[src/rtl/sd_pkg.sv]
// sd_pkg: shared definitions for the SD command-line engine.
//   - resp_t       : response type the engine expects after a command
//   - state_t      : command engine FSM states
//   - CMD_LEN etc. : frame lengths on the CMD line
//   - decode_resp  : command index -> response type
package sd_pkg;

  typedef enum logic [1:0] {
    RESP_NONE,
    RESP_48,
    RESP_48_NOCRC,
    RESP_136
  } resp_t;

  typedef enum logic [2:0] {
    ST_IDLE,
    ST_TX,
    ST_WAIT,
    ST_RX,
    ST_GAP
  } state_t;

  // Command and 48-bit response frame length
  localparam int CMD_LEN      = 48;
  // R2 (CID/CSD) response frame length
  localparam int R2_LEN       = 136;
  // Leading bits of a 48-bit frame that are covered by CRC7
  localparam int CMD_BODY_LEN = 40;

  // R2 for CMD2/CMD9, R3 (no CRC) for ACMD41, nothing for CMD15,
  // everything else is a CRC-protected 48-bit response.
  function automatic resp_t decode_resp(input logic [5:0] index);
    resp_t rt;
    case (index)
      6'd2, 6'd9: rt = RESP_136;
      6'd41:      rt = RESP_48_NOCRC;
      6'd15:      rt = RESP_NONE;
      default:    rt = RESP_48;
    endcase
    return rt;
  endfunction

endpackage

[src/rtl/sd_crc7.sv]
// sd_crc7: bit-serial CRC7 (x^7 + x^3 + 1, init 0) as used on the SD CMD line.
// Ports:
//   iclk  - SD bus clock
//   irst  - asynchronous active-low reset, clears the CRC
//   clr   - synchronous clear, wins over en
//   en    - fold din into the CRC this cycle
//   din   - serial data bit, MSB of the frame first
//   crc   - current CRC7 value
module sd_crc7 (
  input  logic       iclk,
  input  logic       irst,
  input  logic       clr,
  input  logic       en,
  input  logic       din,
  output logic [6:0] crc
);

  logic fb;

  assign fb = din ^ crc[6];

  // Feedback taps at bit 0 and bit 3 implement x^7 + x^3 + 1
  always_ff @(posedge iclk or negedge irst) begin
    if (!irst) begin
      crc <= '0;
    end else if (clr) begin
      crc <= '0;
    end else if (en) begin
      crc <= {crc[5:3], crc[2] ^ fb, crc[1:0], fb};
    end
  end

endmodule

[src/rtl/sd_cmd.sv]
// sd_cmd: SD bus CMD-line engine. Serialises a 48-bit command frame with CRC7,
// waits for and receives the card response (none, 48-bit or 136-bit), checks
// it and returns the packed response fields. One CMD bit per iclk cycle.
// Ports:
//   iclk, irst         - SD bus clock, asynchronous active-low reset
//   istart             - one-cycle command request, only honoured in IDLE
//   iindex, iarg       - command index and argument
//   icmd               - CMD line input from the pad
//   ocmd, ocmd_oe      - CMD line output value and output enable
//   odone              - one-cycle pulse at the end of the transaction
//   oresp              - packed response (R2: frame[83:8], else frame[39:8])
//   ocrc_err           - response CRC/end-bit error, valid with odone
//   otimeout           - no response start bit seen, valid with odone
//   obusy              - engine is not idle
module sd_cmd
  import sd_pkg::*;
#(
  parameter int NCR_MAX = 64,
  parameter int NCC     = 8
) (
  input  logic        iclk,
  input  logic        irst,
  input  logic        istart,
  input  logic [5:0]  iindex,
  input  logic [31:0] iarg,
  input  logic        icmd,
  output logic        ocmd,
  output logic        ocmd_oe,
  output logic        odone,
  output logic [75:0] oresp,
  output logic        ocrc_err,
  output logic        otimeout,
  output logic        obusy
);

  localparam int WAIT_W = $clog2(NCR_MAX + 1);
  localparam int GAP_W  = $clog2(NCC + 1);

  state_t            state, state_d;
  resp_t             resp_type;
  logic [39:0]       tx_sr;
  logic [7:0]        bit_cnt;
  logic [WAIT_W-1:0] wait_cnt;
  logic [GAP_W-1:0]  gap_cnt;
  logic [82:0]       rx_sr;
  logic [83:0]       rx_full;
  logic [7:0]        rx_last;
  logic [2:0]        crc_idx;
  logic              rx_err;

  logic              crc_clr;
  logic              crc_en;
  logic              crc_bit;
  logic [6:0]        crc_val;

  sd_crc7 u_crc (
    .iclk (iclk),
    .irst (irst),
    .clr  (crc_clr),
    .en   (crc_en),
    .din  (crc_bit),
    .crc  (crc_val)
  );

  // Only the low 84 bits of any response are ever used, so older bits of an
  // R2 frame simply fall off the top of the shift register.
  assign rx_full = {rx_sr, icmd};
  assign rx_last = (resp_type == RESP_136) ? 8'(R2_LEN - 1) : 8'(CMD_LEN - 1);
  // TX bit_cnt 40..46 selects CRC bits 6..0
  assign crc_idx = 3'd6 - bit_cnt[2:0];
  // Both frame sizes carry CRC7 in [7:1] and the end bit in [0]
  assign rx_err  = !icmd || ((resp_type != RESP_48_NOCRC) && (crc_val != rx_full[7:1]));
  assign obusy   = (state != ST_IDLE);

  // FSM state register
  always_ff @(posedge iclk or negedge irst) begin
    if (!irst) begin
      state <= ST_IDLE;
    end else begin
      state <= state_d;
    end
  end

  // Next state, CMD line drive and CRC control
  always_comb begin
    state_d = state;
    ocmd    = 1'b1;
    ocmd_oe = 1'b0;
    odone   = 1'b0;
    crc_clr = 1'b0;
    crc_en  = 1'b0;
    crc_bit = 1'b0;
    case (state)
      ST_IDLE: begin
        if (istart) begin
          state_d = ST_TX;
          crc_clr = 1'b1;
        end
      end
      ST_TX: begin
        ocmd_oe = 1'b1;
        if (bit_cnt < 8'(CMD_BODY_LEN)) begin
          ocmd    = tx_sr[39];
          crc_en  = 1'b1;
          crc_bit = tx_sr[39];
        end else if (bit_cnt < 8'(CMD_LEN - 1)) begin
          ocmd = crc_val[crc_idx];
        end
        if (bit_cnt == 8'(CMD_LEN - 1)) begin
          state_d = (resp_type == RESP_NONE) ? ST_GAP : ST_WAIT;
        end
      end
      ST_WAIT: begin
        // Start bit is zero, so clearing the CRC already accounts for it
        if (!icmd) begin
          state_d = ST_RX;
          crc_clr = 1'b1;
        end else if (wait_cnt == WAIT_W'(NCR_MAX - 1)) begin
          state_d = ST_GAP;
        end
      end
      ST_RX: begin
        crc_bit = icmd;
        // R2 CRC skips the start, transmission and reserved header byte
        if (resp_type == RESP_136) begin
          crc_en = (bit_cnt >= 8'd8) && (bit_cnt < 8'(R2_LEN - 8));
        end else begin
          crc_en = (bit_cnt < 8'(CMD_BODY_LEN));
        end
        if (bit_cnt == rx_last) begin
          state_d = ST_GAP;
        end
      end
      ST_GAP: begin
        // NCC idle cycles, then one extra cycle carrying odone
        if (gap_cnt == GAP_W'(NCC)) begin
          odone   = 1'b1;
          state_d = ST_IDLE;
        end
      end
      default: begin
        state_d = ST_IDLE;
      end
    endcase
  end

  // Datapath: frame shift registers, counters and result flags
  always_ff @(posedge iclk or negedge irst) begin
    if (!irst) begin
      resp_type <= RESP_NONE;
      tx_sr     <= '0;
      bit_cnt   <= '0;
      wait_cnt  <= '0;
      gap_cnt   <= '0;
      rx_sr     <= '0;
      oresp     <= '0;
      ocrc_err  <= 1'b0;
      otimeout  <= 1'b0;
    end else begin
      wait_cnt <= (state == ST_WAIT && icmd) ? wait_cnt + 1'b1 : '0;
      gap_cnt  <= (state == ST_GAP) ? gap_cnt + 1'b1 : '0;
      case (state)
        ST_IDLE: begin
          if (istart) begin
            resp_type <= decode_resp(iindex);
            tx_sr     <= {2'b01, iindex, iarg};
            bit_cnt   <= '0;
            ocrc_err  <= 1'b0;
            otimeout  <= 1'b0;
          end
        end
        ST_TX: begin
          tx_sr   <= {tx_sr[38:0], 1'b0};
          bit_cnt <= bit_cnt + 1'b1;
        end
        ST_WAIT: begin
          if (!icmd) begin
            rx_sr   <= '0;
            bit_cnt <= 8'd1;
          end else if (wait_cnt == WAIT_W'(NCR_MAX - 1)) begin
            otimeout <= 1'b1;
          end
        end
        ST_RX: begin
          rx_sr   <= rx_full[82:0];
          bit_cnt <= bit_cnt + 1'b1;
          if (bit_cnt == rx_last) begin
            ocrc_err <= rx_err;
            if (resp_type == RESP_136) begin
              oresp <= rx_full[83:8];
            end else begin
              oresp <= {44'b0, rx_full[39:8]};
            end
          end
        end
        default: begin
        end
      endcase
    end
  end

endmodule
[config.mk]
export PLATFORM = sky130hd
export DESIGN_NAME = sd_cmd
export DESIGN_NICKNAME = d
export VERILOG_FILES = /design/src/rtl/sd_pkg.sv /design/src/rtl/sd_crc7.sv /design/src/rtl/sd_cmd.sv
export SDC_FILE = /design/constraint.sdc
export NUM_CORES = 1
export LEC_CHECK = 0
export CELL_PAD_IN_SITES_DETAIL_PLACEMENT = 1
export CELL_PAD_IN_SITES_GLOBAL_PLACEMENT = 1
export CORE_MARGIN = 2
export CORE_UTILIZATION = 40
export DETAILED_ROUTE_END_ITERATION = 6
export GPL_TIMING_DRIVEN = 1
export PLACE_DENSITY = 0.81
export SYNTH_ARGS = -nofsm -noshare
export SYNTH_HDL_FRONTEND = slang
export SYNTH_SLANG_ARGS = --single-unit
[constraint.sdc]
create_clock -name iclk -period 3.14 [get_ports iclk]
set_input_delay 0.628 -clock iclk [delete_from_list [all_inputs] [get_ports iclk]]
set_output_delay 0.628 -clock iclk [all_outputs]
set_load 0.05 [all_outputs]
After elaboration in Yosys (flattened, before gate mapping)

Index checks and enable logic that the tools add are counted.
Widths: inputs -> output; s select.

Add/subtract/negate cells: 4
$mul: 0
Divide/modulo/power cells: 0
Magnitude comparators: 5
Eq/ne operators: 23
Shift operators: 0
Mux-type cells: 44
Bitwise gates (word level): 2
Reductions and logical operators: 24

Operators by type and width:

| operator            | number |
|---|---|
| $pmux 83 s2         | 1 |
| $mux 83             | 1 |
| $pmux 40 s2         | 1 |
| $mux 76             | 1 |
| $mux 40             | 1 |
| $mux 8              | 3 |
| $pmux 8 s3          | 1 |
| $mux 3              | 7 |
| $mux 7              | 3 |
| $lt 8x6->1 const B  | 2 |
| $mux 1              | 16 |
| $ne 2x2->1 const B  | 8 |
| $pmux 3 s5          | 1 |
| $eq 6x4->1 const B  | 2 |
| $pmux 1 s2          | 5 |
| $reduce_bool 2->1   | 5 |
| $add 8x1->8 const B | 1 |
| $eq 8x6->1 const B  | 1 |
| $eq 8x8->1          | 1 |
| $ge 8x4->1 const B  | 1 |
| $lt 8x8->1 const B  | 1 |
| $reduce_and 2->1    | 4 |
| $add 7x1->7 const B | 1 |
| $eq 7x6->1 const B  | 1 |
| 26 further kinds    | 33 |

Flip-flop bits (word level): 232
Latch bits: 0
Memory bits (writable): 0
ROM bits: 0
Output and inout port bits: 82
Word-level logic and storage cells: 113
Memories: 0

Logic depth before layout (Yosys ltp)

Gate-level depths: netlist (run 1).

Depth in word-level cells: 7
Mapped depth: 9
Mapped depth without buffers: 7

By module

From an unflattened synthesis (run 1), not the netlist that was laid out.

Cell total of the unflattened synthesis: 751
Area, all modules: 9474.1 sq um

Modules (own cells, without submodules):

| module  | times used | cells each | area each (sq um) |
|---|---|---|---|
| sd_cmd  | 1          | 723        | 9166.3 |
| sd_crc7 | 1          | 28         | 307.8 |

Worst setup path after synthesis (run 1)

No wires, ideal clock.

Kind: flip-flop to output port
Start point: register bit_cnt[0]
End point: output ocmd
Data arrival time: 1.914 ns
Path slack: 0.598 ns
Stages on the path, launching flop included: 7
Path buffers: 0
Path through: dfrtp_1 > ha_1 > xor2_1 > mux2i_1 > o2111ai_1 > a21oi_1 > nor2_1

Word-level cells in the longest chain between the ends: 6
Elaborated cells between the ends (all ways): 8
Those cells by class: 1 x add/sub; 2 x order compare; 5 x mux

RTL lines:

| element                      | RTL line      | text |
|---|---|---|
| from (decl)                  | sd_cmd.sv:42  | `logic [7:0] bit_cnt;` |
| from (signal assigned)       | sd_cmd.sv:174 | `bit_cnt <= bit_cnt + 1'b1;` |
| from (signal assigned)       | sd_cmd.sv:186 | `bit_cnt <= bit_cnt + 1'b1;` |
| $sub 3x3->3                  | sd_cmd.sv:70  | `assign crc_idx = 3'd6 - bit_cnt[2:0];` |
| $bmux 1 s3                   | sd_cmd.sv:107 | `ocmd = crc_val[crc_idx];` |
| $mux 1 (implied by the code) | sd_cmd.sv:107 |  |
| $mux 1                       | sd_cmd.sv:106 | `end else if (bit_cnt < 8'(CMD_LEN - 1)) begin` |
| $mux 1 (*)                   | sd_cmd.sv:102 | `if (bit_cnt < 8'(CMD_BODY_LEN)) begin` |
| $mux 1 (*)                   | sd_cmd.sv:93  | `case (state)` |
| to (decl)                    | sd_cmd.sv:27  | `output logic ocmd,` |

Mark *: on every way between the ends. The rest lies on a longest branch, timed or not. The select of a mux whose other input is x is not followed.

Final worst setup path (run 1)

Ends and elaborated chain as after synthesis.

==> flow_summary.json, run 1 <==
{
  "critPathArrivalTime_ns": 2.37,
  "hold_path.class": "in -> async",
  "diodes": 0,
  "worstSetupEndpointType": "output port",
  "synthesis.instances": 753,
  "setup_violations": 0,
  "static-leakage-power_nw": 5.47,
  "crit_family": "multiplexers",
  "cts_root_buf": "clkbuf_16",
  "ios": 124,
  "pwr-share-clk_pct": 36.6,
  "worst_slew_pin_slew_ns": 0.902,
  "critical_path_buf_inv_count": 1,
  "place_area_sq_um": 11000,
  "switching_share_pct": 30.7,
  "ys_ff_latch": 232,
  "skew_ns": 0.00949,
  "crit_type": "reg -> out",
  "hold_viol": 0,
  "rrSetupSlack_ns": 0.73,
  "yosysMostFrequentCell": "dfrtp_1",
  "max-vdd-ir-drop_mv": 0.419,
  "p_per_area_nw_per_um2": 709,
  "cp_slowest_cell": "mux4_2",
  "synth_area_sq_um": 9380,
  "period_share_pct": 95.5,
  "design_area_sq_um": 11900,
  "cp_max_fo": 7,
  "period_needed_ns": 3.00,
  "maxCapViolations": 0,
  "synthArstFlopShare_pct": 100,
  "yosysWarnings": 0,
  "die_w_um": 157,
  "max_slew_margin_pct": 39.9,
  "worstPathRequired_ns": 2.51,
  "synth_top_area_share_pct": 61.9,
  "fin_total_pwr_mw": 8.41,
  "synth_nets": 800,
  "grt_pass1_wl_mm": 35.6,
  "gr-usage-all-layers_pct": 17.7,
  "yosys-top-cells-area": "dfrtp_1 62%, a22o_1 12%, mux2i_1 4.2%",
  "detail_route.vias_per_cell": 5.29,
  "clock_path_buffers": 3,
  "cts_resized": 1,
  "p_seq_share_pct": 43.2,
  "setup_tns_ns": 0,
  "place_congestion": 0.790,
  "slew_violations": 0,
  "cts_tree": "yes",
  "start_util_pct": 40.3,
  "synth_edf_count": 0,
  "dpl.hpwl_mm": 13.8,
  "grt_pass1_vias": 6771,
  "hold_buffers": 0,
  "synth_cell_types": 43,
  "ys_top_cells_by_count": "232 x dfrtp_1, 127 x a22o_1, 73 x nand2_1",
  "grt_max_degree": 96,
  "area_delta_synth_final_pct": 26.5,
  "grt-ovfl-total": 0,
  "drtIter0Drc": 265,
  "ctsHtreeMaxLevel": 1,
  "io_buffers": 123,
  "core_area_sq_um": 23300,
  "antenna_found_initial": 0,
  "cp.depth": 6,
  "rr_worst_depth": 6,
  "post-cts-setup-buffers": 0,
  "worst_slack_ns": 0.142,
  "power_switching_mw": 2.58,
  "fin_nets": 915,
  "ant_nets": 0,
  "fmax_mhz": 334,
  "drc": 0,
  "rsz0062_at_grt": "no",
  "ys.flop_type": "dfrtp_1",
  "cp-start-kind": "flop",
  "insertion_delay_ns": 0.52,
  "comb_power_share_pct": 20.2,
  "first_pass_iters": 4,
  "ys_seq_area_share_pct": 61.9,
  "p_int_mw": 5.82,
  "crit_chain": "ha_2 -> xor2_2 -> mux4_2 -> a21oi_1 -> nor2_1 -> buf_4",
  "cts_buffers": 25,
  "die_area_sq_um": 24700,
  "slowest_delay_ns": 0.54,
  "wl_mm": 21.3,
  "die_h_um": 157,
  "wire_per_inst_um": 17.7,
  "rows": 56,
  "clkTransAtPathRegs_ns": 0.07,
  "drive_gt1_share_pct": 12.4,
  "status": "completed",
  "num_vias": 6374,
  "clkSinkCount": 232,
  "syn_area_per_cell_sq_um": 12.5,
  "pre_cts_slack_ns": 0.533,
  "synth_largest_area_cell": "dfrtp_1"
}
power groups by stage:
| stage | clock network [mW] | logic [mW] | registers (mW) |
|---|---|---|---|
| 2_1_floorplan | 0 | 1.28 | 3.56 |
| 3_3_place_gp | 0 | 1.64 | 3.67 |
| 3_5_place_dp | 0 | 1.72 | 3.68 |
| 4_1_cts | 3.16 | 1.73 | 3.63 |
| 5_1_grt | 3.28 | 1.92 | 3.68 |
| 6_report | 3.08 | 1.69 | 3.63 |
per-stage QoR:
step | hold WS (ns) | std cells | utilization [%]
floorplan | 0.332 | 753 | -
global placement | 0.456 | 1160 | 47.2
detailed placement | 0.476 | 1160 | 47.2
CTS | 0.142 | 1206 | 51.0
global route | 0.159 | 1206 | 51.0
finish | 0.114 | 1206 | 51.0
layout by cell type, fill, tap and decap left out, types with 2 or more instances in the layout:
cell type,instances
a21boi_0,3
nand3_1,8
clkbuf_1,2
nor2b_1,3
inv_1,8
clkinvlp_4,2
and2_1,4
clkinv_2,3
clkbuf_16,25
buf_4,17
clkdlybuf4s50_1,119
mux2_2,33
a21oi_1,10
clkbuf_8,5
o31ai_1,2
a22o_1,127
buf_12,4
xnor2_1,11
clkinv_4,4
or3_1,4
o21ai_0,56
xor2_1,8
dfrtp_1,231
nand4_1,2
mux2i_1,39
ha_1,4
nor3b_1,2
nand2_1,73
nor2_1,30
nor3_1,11
bufinv_16,3
o41ai_1,2
and3_1,3
nand3b_1,3
nand2b_1,3
inv_6,2
final timing paths:
kind / from / endpoint
max in group asynchronous: irst / bit_cnt[0]$_DFFE_PN0P_
min reg2reg: tx_sr[33]$_DFFE_PN0P_ / tx_sr[34]$_DFFE_PN0P_
min in group iclk: tx_sr[33]$_DFFE_PN0P_ / tx_sr[34]$_DFFE_PN0P_
min: irst / oresp[47]$_DFFE_PN0P_
max reg2reg: state[0]$_DFFE_PN0P_ / ocrc_err$_DFFE_PN0P_
max: bit_cnt[0]$_DFFE_PN0P_ / ocmd
cell type report:
type,instances,area [sq um]
Fill cell,2405,11400
Sequential cell,232,5810
Multi-Input combinational cell,460,3340
Timing Repair Buffer,141,1410
Clock buffer,32,702
Tap cell,319,399
Clock inverter,14,173
Inverter,8,30.0
registers in the layout, summed over array words and instances, names as in the netlist:
register,cells
gap_cnt,4
rx_sr,83
tx_sr,40
u_crc.crc,7
wait_cnt,7
otimeout,1
oresp,76
state,3
ocrc_err,1
bit_cnt,8
resp_type,2
metal layers:
metal  up-vias  track usage (%)  wire, um
li1       2956                -         -
met1      3247             24.1      9860
met2       142             29.3     10100
met3        29             3.36       990
met4         0             4.46       411
met5         -                0         0
cell families (layout without fill, tap and decap cells):
family / after synthesis / count (layout) / synth area share, %
AND/OR/NAND/NOR: 154 / 154 / 7.43
flip-flops: 232 / 232 / 61.9
AO/OA/AOI/OAI: 208 / 208 / 16.8
buffers and inverters: 61 / 195 / 3.03
adder cells (fa/ha/maj): 5 / 5 / 0.667
multiplexers: 73 / 73 / 8.36
XOR/XNOR: 20 / 20 / 1.87
(Power assumes the default switching activity.)
==> run 2, diff against run 1 <==
--- a/config.mk
+++ b/config.mk
@@ -15,3 +15,4 @@
 export SYNTH_ARGS = -nofsm -noshare
 export SYNTH_HDL_FRONTEND = slang
 export SYNTH_SLANG_ARGS = --single-unit
+export TNS_END_PERCENT = 10
==> results of run 2 <==
No change in the layout: final DEF, timing and power equal those of run 1.
==> run 3, diff against run 2 <==
--- a/config.mk
+++ b/config.mk
@@ -15,4 +15,4 @@
 export SYNTH_ARGS = -nofsm -noshare
 export SYNTH_HDL_FRONTEND = slang
 export SYNTH_SLANG_ARGS = --single-unit
-export TNS_END_PERCENT = 10
+export TNS_END_PERCENT = 5
==> results of run 3 <==
No change in the layout: final DEF, timing and power equal those of run 1.
